$ cat src/rtl/bram_dump_sequencer.sv
// bram_dump_sequencer: copies a window of the result BRAM into the output memory when the run register is set.
module bram_dump_sequencer #(
  parameter int MEM_ADDR_WIDTH       = 13,
  parameter int OUTMEM_ADDRESS_WIDTH = 13,
  parameter int DATA_WIDTH           = 8
) (
  input  logic                            clk,
  input  logic                            reset,
  input  logic                            userRunValue,
  output logic                            userRunClear,
  output logic                            register32CmdReq,
  input  logic                            register32CmdAck,
  output logic [7:0]                      register32Address,
  input  logic                            register32ReadDataValid,
  input  logic [31:0]                     register32ReadData,
  output logic                            memReadEn,
  output logic [MEM_ADDR_WIDTH-1:0]       memReadAddr,
  input  logic [DATA_WIDTH-1:0]           memReadData,
  output logic                            outputMemoryWriteReq,
  input  logic                            outputMemoryWriteAck,
  output logic [OUTMEM_ADDRESS_WIDTH-1:0] outputMemoryWriteAdd,
  output logic [DATA_WIDTH-1:0]           outputMemoryWriteData,
  output logic                            busy
);
  localparam int CW = OUTMEM_ADDRESS_WIDTH + 1;
  localparam logic [31:0] MAX_CNT = 32'd1 << OUTMEM_ADDRESS_WIDTH;
  typedef enum logic [2:0] {IDLE, P_REQ, P_WAIT, RD, CAP, WR, CLEAR} state_t;
  state_t                            state_q, state_d;
  logic [MEM_ADDR_WIDTH-1:0]         start_q, start_d, rd_addr_q, rd_addr_d;
  logic [CW-1:0]                     count_q, count_d, idx_q, idx_d, idx_inc, cnt;
  logic                              req_q, req_d, addr_q, addr_d, rd_en_q, rd_en_d;
  logic                              wr_req_q, wr_req_d, clr_q, clr_d;
  logic [OUTMEM_ADDRESS_WIDTH-1:0]   wr_add_q, wr_add_d;
  logic [DATA_WIDTH-1:0]             wr_data_q, wr_data_d;
  assign idx_inc = idx_q + CW'(1);
  assign cnt = (register32ReadData >= MAX_CNT) ? CW'(MAX_CNT) : CW'(register32ReadData);
  always_comb begin
    state_d   = state_q;
    start_d   = start_q;
    count_d   = count_q;
    idx_d     = idx_q;
    req_d     = req_q;
    addr_d    = addr_q;
    rd_en_d   = 1'b0;
    rd_addr_d = rd_addr_q;
    wr_req_d  = wr_req_q;
    wr_add_d  = wr_add_q;
    wr_data_d = wr_data_q;
    clr_d     = 1'b0;
    case (state_q)
      IDLE: if (userRunValue && !clr_q) begin
        req_d   = 1'b1;
        addr_d  = 1'b0;
        state_d = P_REQ;
      end
      P_REQ: if (req_q && register32CmdAck) begin
        req_d   = 1'b0;
        state_d = P_WAIT;
      end
      P_WAIT: if (register32ReadDataValid) begin
        if (!addr_q) begin
          start_d = register32ReadData[MEM_ADDR_WIDTH-1:0];
          addr_d  = 1'b1;
          req_d   = 1'b1;
          state_d = P_REQ;
        end else begin
          count_d   = cnt;
          idx_d     = '0;
          clr_d     = cnt == '0;
          rd_en_d   = cnt != '0;
          rd_addr_d = start_q;
          state_d   = (cnt == '0) ? CLEAR : RD;
        end
      end
      RD: state_d = CAP;
      CAP: begin
        wr_data_d = memReadData;
        wr_add_d  = idx_q[OUTMEM_ADDRESS_WIDTH-1:0];
        wr_req_d  = 1'b1;
        state_d   = WR;
      end
      // idx_inc == count marks the last word of the window
      WR: if (wr_req_q && outputMemoryWriteAck) begin
        wr_req_d = 1'b0;
        if (idx_inc == count_q) begin
          clr_d   = 1'b1;
          state_d = CLEAR;
        end else begin
          idx_d     = idx_inc;
          rd_en_d   = 1'b1;
          rd_addr_d = start_q + MEM_ADDR_WIDTH'(idx_inc);
          state_d   = RD;
        end
      end
      CLEAR: state_d = IDLE;
      default: state_d = IDLE;
    endcase
  end
  always_ff @(posedge clk or posedge reset) begin
    if (reset) begin
      state_q   <= IDLE;
      start_q   <= '0;
      count_q   <= '0;
      idx_q     <= '0;
      req_q     <= 1'b0;
      addr_q    <= 1'b0;
      rd_en_q   <= 1'b0;
      rd_addr_q <= '0;
      wr_req_q  <= 1'b0;
      wr_add_q  <= '0;
      wr_data_q <= '0;
      clr_q     <= 1'b0;
    end else begin
      state_q   <= state_d;
      start_q   <= start_d;
      count_q   <= count_d;
      idx_q     <= idx_d;
      req_q     <= req_d;
      addr_q    <= addr_d;
      rd_en_q   <= rd_en_d;
      rd_addr_q <= rd_addr_d;
      wr_req_q  <= wr_req_d;
      wr_add_q  <= wr_add_d;
      wr_data_q <= wr_data_d;
      clr_q     <= clr_d;
    end
  end
  assign userRunClear          = clr_q;
  assign register32CmdReq      = req_q;
  assign register32Address     = 8'(addr_q);
  assign memReadEn             = rd_en_q;
  assign memReadAddr           = rd_addr_q;
  assign outputMemoryWriteReq  = wr_req_q;
  assign outputMemoryWriteAdd  = wr_add_q;
  assign outputMemoryWriteData = wr_data_q;
  assign busy                  = state_q != IDLE;
endmodule

$ cat config.mk
export PLATFORM = sky130hd
export DESIGN_NAME = bram_dump_sequencer
export DESIGN_NICKNAME = d
export VERILOG_FILES = /design/src/rtl/bram_dump_sequencer.sv
export SDC_FILE = /design/constraint.sdc
export NUM_CORES = 1
export LEC_CHECK = 0
export ABC_AREA = 1
export BUFFER_PORTS_ARGS = -buffer_cell sky130_fd_sc_hd__buf_4
export CAP_MARGIN = 20
export CORE_MARGIN = 2
export CORE_UTILIZATION = 45
export DETAILED_ROUTE_END_ITERATION = 10
export GPL_TIMING_DRIVEN = 0
export PLACE_DENSITY = 0.73
export SLEW_MARGIN = 20
export SYNTH_ARGS = -nofsm -noshare
export SYNTH_HDL_FRONTEND = slang
export SYNTH_SLANG_ARGS = --single-unit
$ cat constraint.sdc
create_clock -name clk -period 4.73 [get_ports clk]
set_input_delay 0.7095 -clock clk [delete_from_list [all_inputs] [get_ports clk]]
set_output_delay 0.7095 -clock clk [all_outputs]
set_load 0.02 [all_outputs]
==> results of run 1 <==
-- power groups by stage --
stage | combinational, mW | clock [mW] | sequential (mW)
2_1_floorplan | 0.887 | 0 | 1.17
3_3_place_gp | 1.42 | 0 | 1.08
3_5_place_dp | 1.44 | 0 | 1.08
4_1_cts | 1.45 | 0.525 | 1.07
5_1_grt | 1.61 | 0.556 | 1.10
6_report | 1.45 | 0.518 | 1.07
-- through the flow --
stage | std cells | total power, mW | util | setup slack [ps]
6_report | 918 | 3.035 | 0.5598 | 1794
5_1_grt | 918 | 3.269 | 0.5598 | 1470
4_1_cts | 918 | 3.048 | 0.5598 | 1817
3_5_place_dp | 902 | 2.528 | 0.5419 | 1836
3_3_place_gp | 901 | 2.494 | 0.5391 | 867.7
2_1_floorplan | 676 | 2.061 | - | 1884
-- kinds of logic after synthesis --
logic type / Yosys count / share of synthesized area
AOI/OAI and AO/OA: 75 / 0.08144
and+or+nand+nor: 378 / 0.3357
other: 1 / 0.0007487
muxes: 17 / 0.03822
buffers and inverters: 96 / 0.08219
adders and majority gates: 14 / 0.03647
DFF: 83 / 0.4147
xor gates and xnor gates: 6 / 0.01049
-- registers in the layout (all words and copies together) (netlist names), 3 cells and up --
register               cells
state_q                    3
start_q                   13
memReadAddr               13
idx_q                     14
count_q                   14
outputMemoryWriteData      8
outputMemoryWriteAdd      13
-- path summary, 6_finish.rpt --
| check | from | endpoint | slack, ps | cells past startpoint |
|---|---|---|---|---|
| max in group asynchronous | reset | count_q[7] | 3760 | 3 |
| min | reset | outputMemoryWriteReq | 380 | 2 |
| min reg2reg | memReadAddr[5] | memReadAddr[5] | 480 | 2 |
| max | idx_q[0] | memReadAddr[11] | 1790 | 15 |
| min in group clk | memReadAddr[5] | memReadAddr[5] | 480 | 2 |
| max reg2reg | idx_q[0] | memReadAddr[11] | 1790 | 15 |
-- placed cells by master, fill, tap and decap left out, drive strengths merged, types with 2 or more instances in the layout --
cell type | synthesis | final
o21ai | 41 | 41
xor2 | 3 | 3
and2 | 2 | 2
ha | 13 | 13
o41ai | 2 | 2
a21oi | 21 | 21
o22ai | 3 | 3
clkbuf | 14 | 25
nand3b | 3 | 3
nor3 | 5 | 5
nand4 | 30 | 30
conb | 1 | 7
clkinv | 1 | 4
mux2 | 17 | 17
nand2 | 213 | 213
nand3 | 62 | 62
xnor2 | 3 | 3
o21bai | 2 | 2
nor2 | 61 | 61
buf | 13 | 99
dfrtp | 83 | 83
inv | 68 | 68
-- routing by layer --
metal	routed length, um	vias up	track usage
met5	0	-	0
met3	759	20	0.03260
met2	6512	154	0.4048
met1	6164	2137	0.3115
li1	-	2400	-
met4	280	0	0.08590
-- area by class of cell --
class,instances,area [sq um],share of cell area
buffer,27,152.6,0.02515
inverter,69,261.5,0.04309
clock inverter,5,52.55,0.008660
multi-input combinational,497,2542,0.4190
clock buffer,11,141.4,0.02330
sequential,83,2077,0.3423
tap,140,175.2,0.02887
timing repair buffer,86,665.6,0.1097
-- critical path, delay by kind of cell, from the launching register on --
family,cells,cell delay (ps)
adder cells (fa/ha/maj),2,640
AND/OR/NAND/NOR,10,1130
AO/OA/AOI/OAI,3,590
flip-flops,1,500
==> out/qor.txt, run 1 <==
status -> finished clean
f_max -> 0.3406 GHz
worst skew pair latency -> 370 ps
Int Power -> 1.748 mW
setup_tns -> 0 ps
period utilization -> 0.6207
leak pwr -> 3.120 nW
count leader, synth -> nand2_1
Layout fillers -> 1054
GP Congestion -> 0.9395
GR Overflow Total -> 0
WL final -> 13720 um
layout cells sized above 1 -> 0.1902
worst vdd ir -> 0.2423 mV
Area Overhead vs Synth -> 21.16%
post-synthesis area per instance -> 7.475 sq um
Synth top cells by count -> nand2_1 (209), dfrtp_1 (83), inv_1 (67)
Post-Synthesis Cells -> 670
ys async rst share -> 1.000
Seq pwr share -> 0.353
final hold violation count -> 0
post_cts resized -> 0
Max FO, Critical Path -> 6
GR Util All Layers -> 0.2388
RSZ-0062 raised after global routing -> false
buffer depth of the longest clock path -> 2
fin nets -> 833
CTS Hold Bufs -> 0
Slew @ Worst Pin -> 752.0 ps
post-synthesis register bit count -> 83
initial antenna violation count -> 0
antenna-violating nets left -> 0
die width -> 109.5 um
hpwl dp -> 10940 um
total CTS buffers -> 9
CTS Root Cell -> clkbuf_8
Crit-path slowest cell -> dfrtp_1
global-route wire length before repair -> 21600 um
Rows -> 38
Pwr Density -> 500.1 mW/mm^2
number of DRC markers in iteration 0 -> 266
Crit. End Element -> flop
CTS tree -> yes
via-per-instance ratio -> 5.132
Port Buf Inserts -> 85
Final Instance Area -> 0.006068 sq mm
DRC viols -> 0
Final Skew -> 10.94 ps
Post-synth EDFFs -> 0
most frequent cell on the critical path -> nand2_1
Clk pwr share -> 0.171
WL/cell -> 14.94 um
vias post-DR -> 4711
Setup Crit Path Kind -> reg -> reg
Worst slew margin -> 0.4968
I/O pins -> 93
final worst path period need -> 2936 ps
CP max stage delay -> 500 ps
n_diodes -> 0
Clock Sinks -> 83
Startpoint Class -> flop
largest cells by area after synthesis -> dfrtp_1 (41%), nand2_1 (16%), nand3_1 (5.9%)
Sw Share -> 0.4241
synthesized area -> 0.005009 sq mm
largest net degree at the start of global routing -> 46
WHS -> 377.3 ps
Initial Util -> 0.4620
combinational share of power -> 0.477
WP data arrival -> 3240 ps
# setup viols final -> 0
Die Span Y -> 109.5 um
max-slew violation count -> 0
switching pwr -> 1.287 mW
Worst Hold Class -> in -> async
Max-Cap Viols -> 0
core area -> 0.01084 sq mm
Critical Path RT -> 5030 ps
Clk pin slew, worst setup/hold paths -> 80 ps
Yosys cell types -> 39
number of H-tree levels -> 3
area leader, netlist -> dfrtp_1
register area share after synthesis -> 0.4147
DR pass1 iterations -> 4
CP cell instances -> ha_1, nand3_1, nor2_1, nand2_1, nand2_1, nand2_1, ha_1, nand2_1, o21ai_0, nand2_1, nand4_1, o21ai_0, o21ai_0, nand4_1, nand2_1
vias in the first global route -> 4429
Primary FF master, synth -> dfrtp_1
post-synth top area share -> 0.4147
placed cell area -> 0.005874 sq mm
Setup Buffers After CTS -> 0
die area -> 0.01199 sq mm
Yosys warnings -> 0
No activity file was read; power rests on OpenSTA's default activity.
==> run 2, diff against run 1 <==
Settings changed: ABC_AREA 1 to 0.
Clock period 4.73 ns to 2.8 ns, I/O delays scaled along.
==> run 2 against run 1 <==
Net effect: the run now ends with setup timing left; power grew 99%; worst setup slack lost 2000 ps; sequential power grew 75%; hold slack lost 320 ps; sequential share of layout area shrank 3.6 points; critical path depth shrank 2; sequential cell count is the same; non-clock buffer count grew 37.
==> out/qor.txt, run 2 <==
status -> finished with violations
failing checks -> setup timing
Post-Synthesis Cells -> 496 (-26%)
buffer depth of the longest clock path -> 2 (unchanged)
f_max -> 0.3359 GHz (-1.4%)
number of DRC markers in iteration 0 -> 316 (+19%)
Layout fillers -> 772 (-27%)
commonest cells after routing, fill and taps aside -> buf_4 (121), dfrtp_1 (81), nand2_1 (45), mux2_2 (38), nor2_1 (24)
combinational share of power -> 0.531 (+0.054)
Pwr Total -> 6.048 mW (+99%)
# setup viols final -> 26 (+26)
Sw Share -> 0.3985 (-0.02558)
Worst slew margin -> 0.3244 (-0.1724)
Clock Sinks -> 83 (unchanged)
largest cells by area after synthesis -> dfrtp_1 (43%), mux2_2 (8.8%), nand2_1 (3.6%)
fin nets -> 686 (-18%)
register area share after synthesis -> 0.4263 (+0.01161)
Clk pwr share -> 0.159 (-0.012)
WHS -> 59.72 ps (-317.6 ps)
number of H-tree levels -> 3 (unchanged)
n_diodes -> 0 (unchanged)
GR Util All Layers -> 0.2314 (-0.007397)
Max-Cap Viols -> 0 (unchanged)
final hold violation count -> 0 (unchanged)
placed cell area -> 0.005737 sq mm (-2.3%)
CTS Root Cell -> clkbuf_8
post-synth top area share -> 0.4263 (+0.01161)
Primary FF master, synth -> dfrtp_1
WL/cell -> 18.31 um (+23%)
I/O pins -> 93 (unchanged)
die width -> 108.1 um (-1.3%)
Final Instance Area -> 0.006782 sq mm (+12%)
setup_tns -> -2763 ps (-2763 ps)
Pwr Density -> 891.8 mW/mm^2 (+78%)
Die Span Y -> 108.1 um (-1.3%)
vias in the first global route -> 4188 (-5.4%)
WL final -> 14030 um (+2.3%)
Setup Crit Path Kind -> reg -> reg
synthesized area -> 0.004872 sq mm (-2.7%)
Critical Path RT -> 3090 ps (-1940 ps)
core area -> 0.01042 sq mm (-3.9%)
via-per-instance ratio -> 5.864 (+14%)
Startpoint Class -> flop
antenna-violating nets left -> 0 (unchanged)
worst skew pair latency -> 360 ps (about the same)
Yosys cell types -> 63 (+62%)
Initial Util -> 0.4677 (+0.005721)
total CTS buffers -> 9 (unchanged)
switching pwr -> 2.410 mW (+87%)
largest net degree at the start of global routing -> 53 (+15%)
ys async rst share -> 1.000 (unchanged)
Seq pwr share -> 0.310 (-0.043)
Int Power -> 3.638 mW (+110%)
most common cell after layout, fill and taps aside -> buf_4
RSZ-0062 raised after global routing -> true
Synth top cells by count -> dfrtp_1 (83), nand2_1 (47), mux2_2 (38)
DRC viols -> 0 (unchanged)
post-synthesis area per instance -> 9.823 sq um (+31%)
final worst path period need -> 2977 ps (+41.55 ps)
GP Congestion -> 0.8673 (-7.7%)
GR Overflow Total -> 0 (unchanged)
Port Buf Inserts -> 84 (-1.2%)
Crit. End Element -> flop
Worst Hold Class -> in -> async
Rows -> 37 (-2.6%)
layout cells sized above 1 -> 0.4254 (+0.2352)
initial antenna violation count -> 0 (unchanged)
PnR worst setup slack -> -177.4 ps (-1972 ps)
area leader, netlist -> dfrtp_1
period utilization -> 1.063 (+0.4427)
Post-synth EDFFs -> 0 (unchanged)
leak pwr -> 3.128 nW (+0.27%)
hpwl dp -> 9198 um (-16%)
CTS tree -> yes
worst vdd ir -> 0.6059 mV (+150%)
Area Overhead vs Synth -> 39.19%
Yosys warnings -> 0 (unchanged)
die area -> 0.01168 sq mm (-2.6%)
global-route wire length before repair -> 20810 um (-3.6%)
Slew @ Worst Pin -> 1004 ps (+252.1 ps)
WP data arrival -> 3270 ps (+30 ps)
vias post-DR -> 4492 (-4.6%)
count leader, synth -> dfrtp_1
max-slew violation count -> 0 (unchanged)
Max FO, Critical Path -> 10 (+4)
post-synthesis register bit count -> 83 (unchanged)
Final Skew -> 7.356 ps (-3.587 ps)
DR pass1 iterations -> 5 (+1)
Clk pin slew, worst setup/hold paths -> 80 ps (about the same)
Top Registers -> count_q x14, idx_q x14
[run 2: changes by cell type in the layout (fill, tap and decap cells not counted), moves of 8 or more]
cell,change
nand2_1,-164
o211ai_1,+8
buf_4,+27
nor2_1,-30
nor4_1,+8
nand3_1,-37
ha_1,-8
inv_1,-52
nand4_1,-21
mux2_2,+21
xnor2_1,+11
o21ai_0,-31
[run 2: final cells by class]
class                      instances  area, sq um  share of cell area
buffer                            34        254.0             0.03745
clock buffer                      11        141.4             0.02085
clock inverter                     4        75.07             0.01107
inverter                          16        62.56            0.009225
multi-input combinational        366         3062              0.4515
sequential                        83         2079              0.3066
tap                              136        170.2             0.02509
timing repair buffer             116        937.1              0.1382
[run 2: worst paths after layout]
kind,startpoint,to,slack (ps),depth (start not counted)
hold reg to reg,memReadAddr[10],memReadAddr[10],500,1
setup / recovery,idx_q[7],memReadAddr[12],-180,13
max in group asynchronous,reset,idx_q[10],2140,3
min in group clk,register32CmdAck,register32CmdReq,270,2
hold / removal,reset,outputMemoryWriteData[7],60,2
setup reg to reg,idx_q[7],memReadAddr[12],-180,13
[run 2: what timing repair did]
item                                    CTS  global route
hold buffers                              0             0
buffers inserted                         19             9
endpoints found under the setup margin   24            28
gates resized for setup                  53            64
gates cloned                              0             4
pin swaps                                21            24
[run 2: worst max-delay path: stages, from the launching register on]
cell and delay, ps:
dfrtp_1 450, buf_4 220, and4_1 250, nand3_2 120
xnor2_1 190, ha_1 360, buf_4 130, nand3_1 70
nand2_1 140, nor2_2 60, a211o_1 300, xnor2_2 160
or3_1 310, a31oi_1 120
[run 2: layer usage]
metal  wire length (um)  vias to the layer above  track usage  share of wire
met2               6899                      210       0.3922           0.49
li1                   -                     2035            -              -
met1               5668                     2201       0.2965           0.40
met5                  0                        -            0              0
met4                517                        0       0.1062          0.037
met3                940                       46      0.02712          0.067
[run 2: logic make-up (layout without fill, tap and decap cells)]
logic type               after synthesis  in the layout  share of synthesized area
AO/OA/AOI/OAI                         97             97                     0.1361
XOR/XNOR                              33             33                    0.06805
adder cells (fa/ha/maj)               14             14                    0.03749
buffers and inverters                 54            181                    0.05803
flip-flops                            83             83                     0.4263
multiplexers                          43             43                    0.09810
other                                  1              7                  0.0007697
AND/OR/NAND/NOR                      171            172                     0.1751
[run 2: power by group through the flow]
stage / combinational, mW / clock (mW) / sequential [mW]
global placement: 2.43 / 0 / 1.82
floorplan: 1.51 / 0 / 2.04
detailed placement: 2.50 / 0 / 1.84
global route: 3.45 / 1.02 / 1.93
finish: 3.21 / 0.962 / 1.87
CTS: 2.86 / 0.973 / 1.85
[run 2: per-stage QoR]
stage                       util  setup WS, ps  instances
after floorplan                -         30.42        502
after global placement    0.5479        -772.1        722
after detailed placement  0.5508        -406.3        723
after CTS                 0.6135        -58.38        756
after global routing      0.6511        -326.9        766
final                     0.6511        -177.4        766
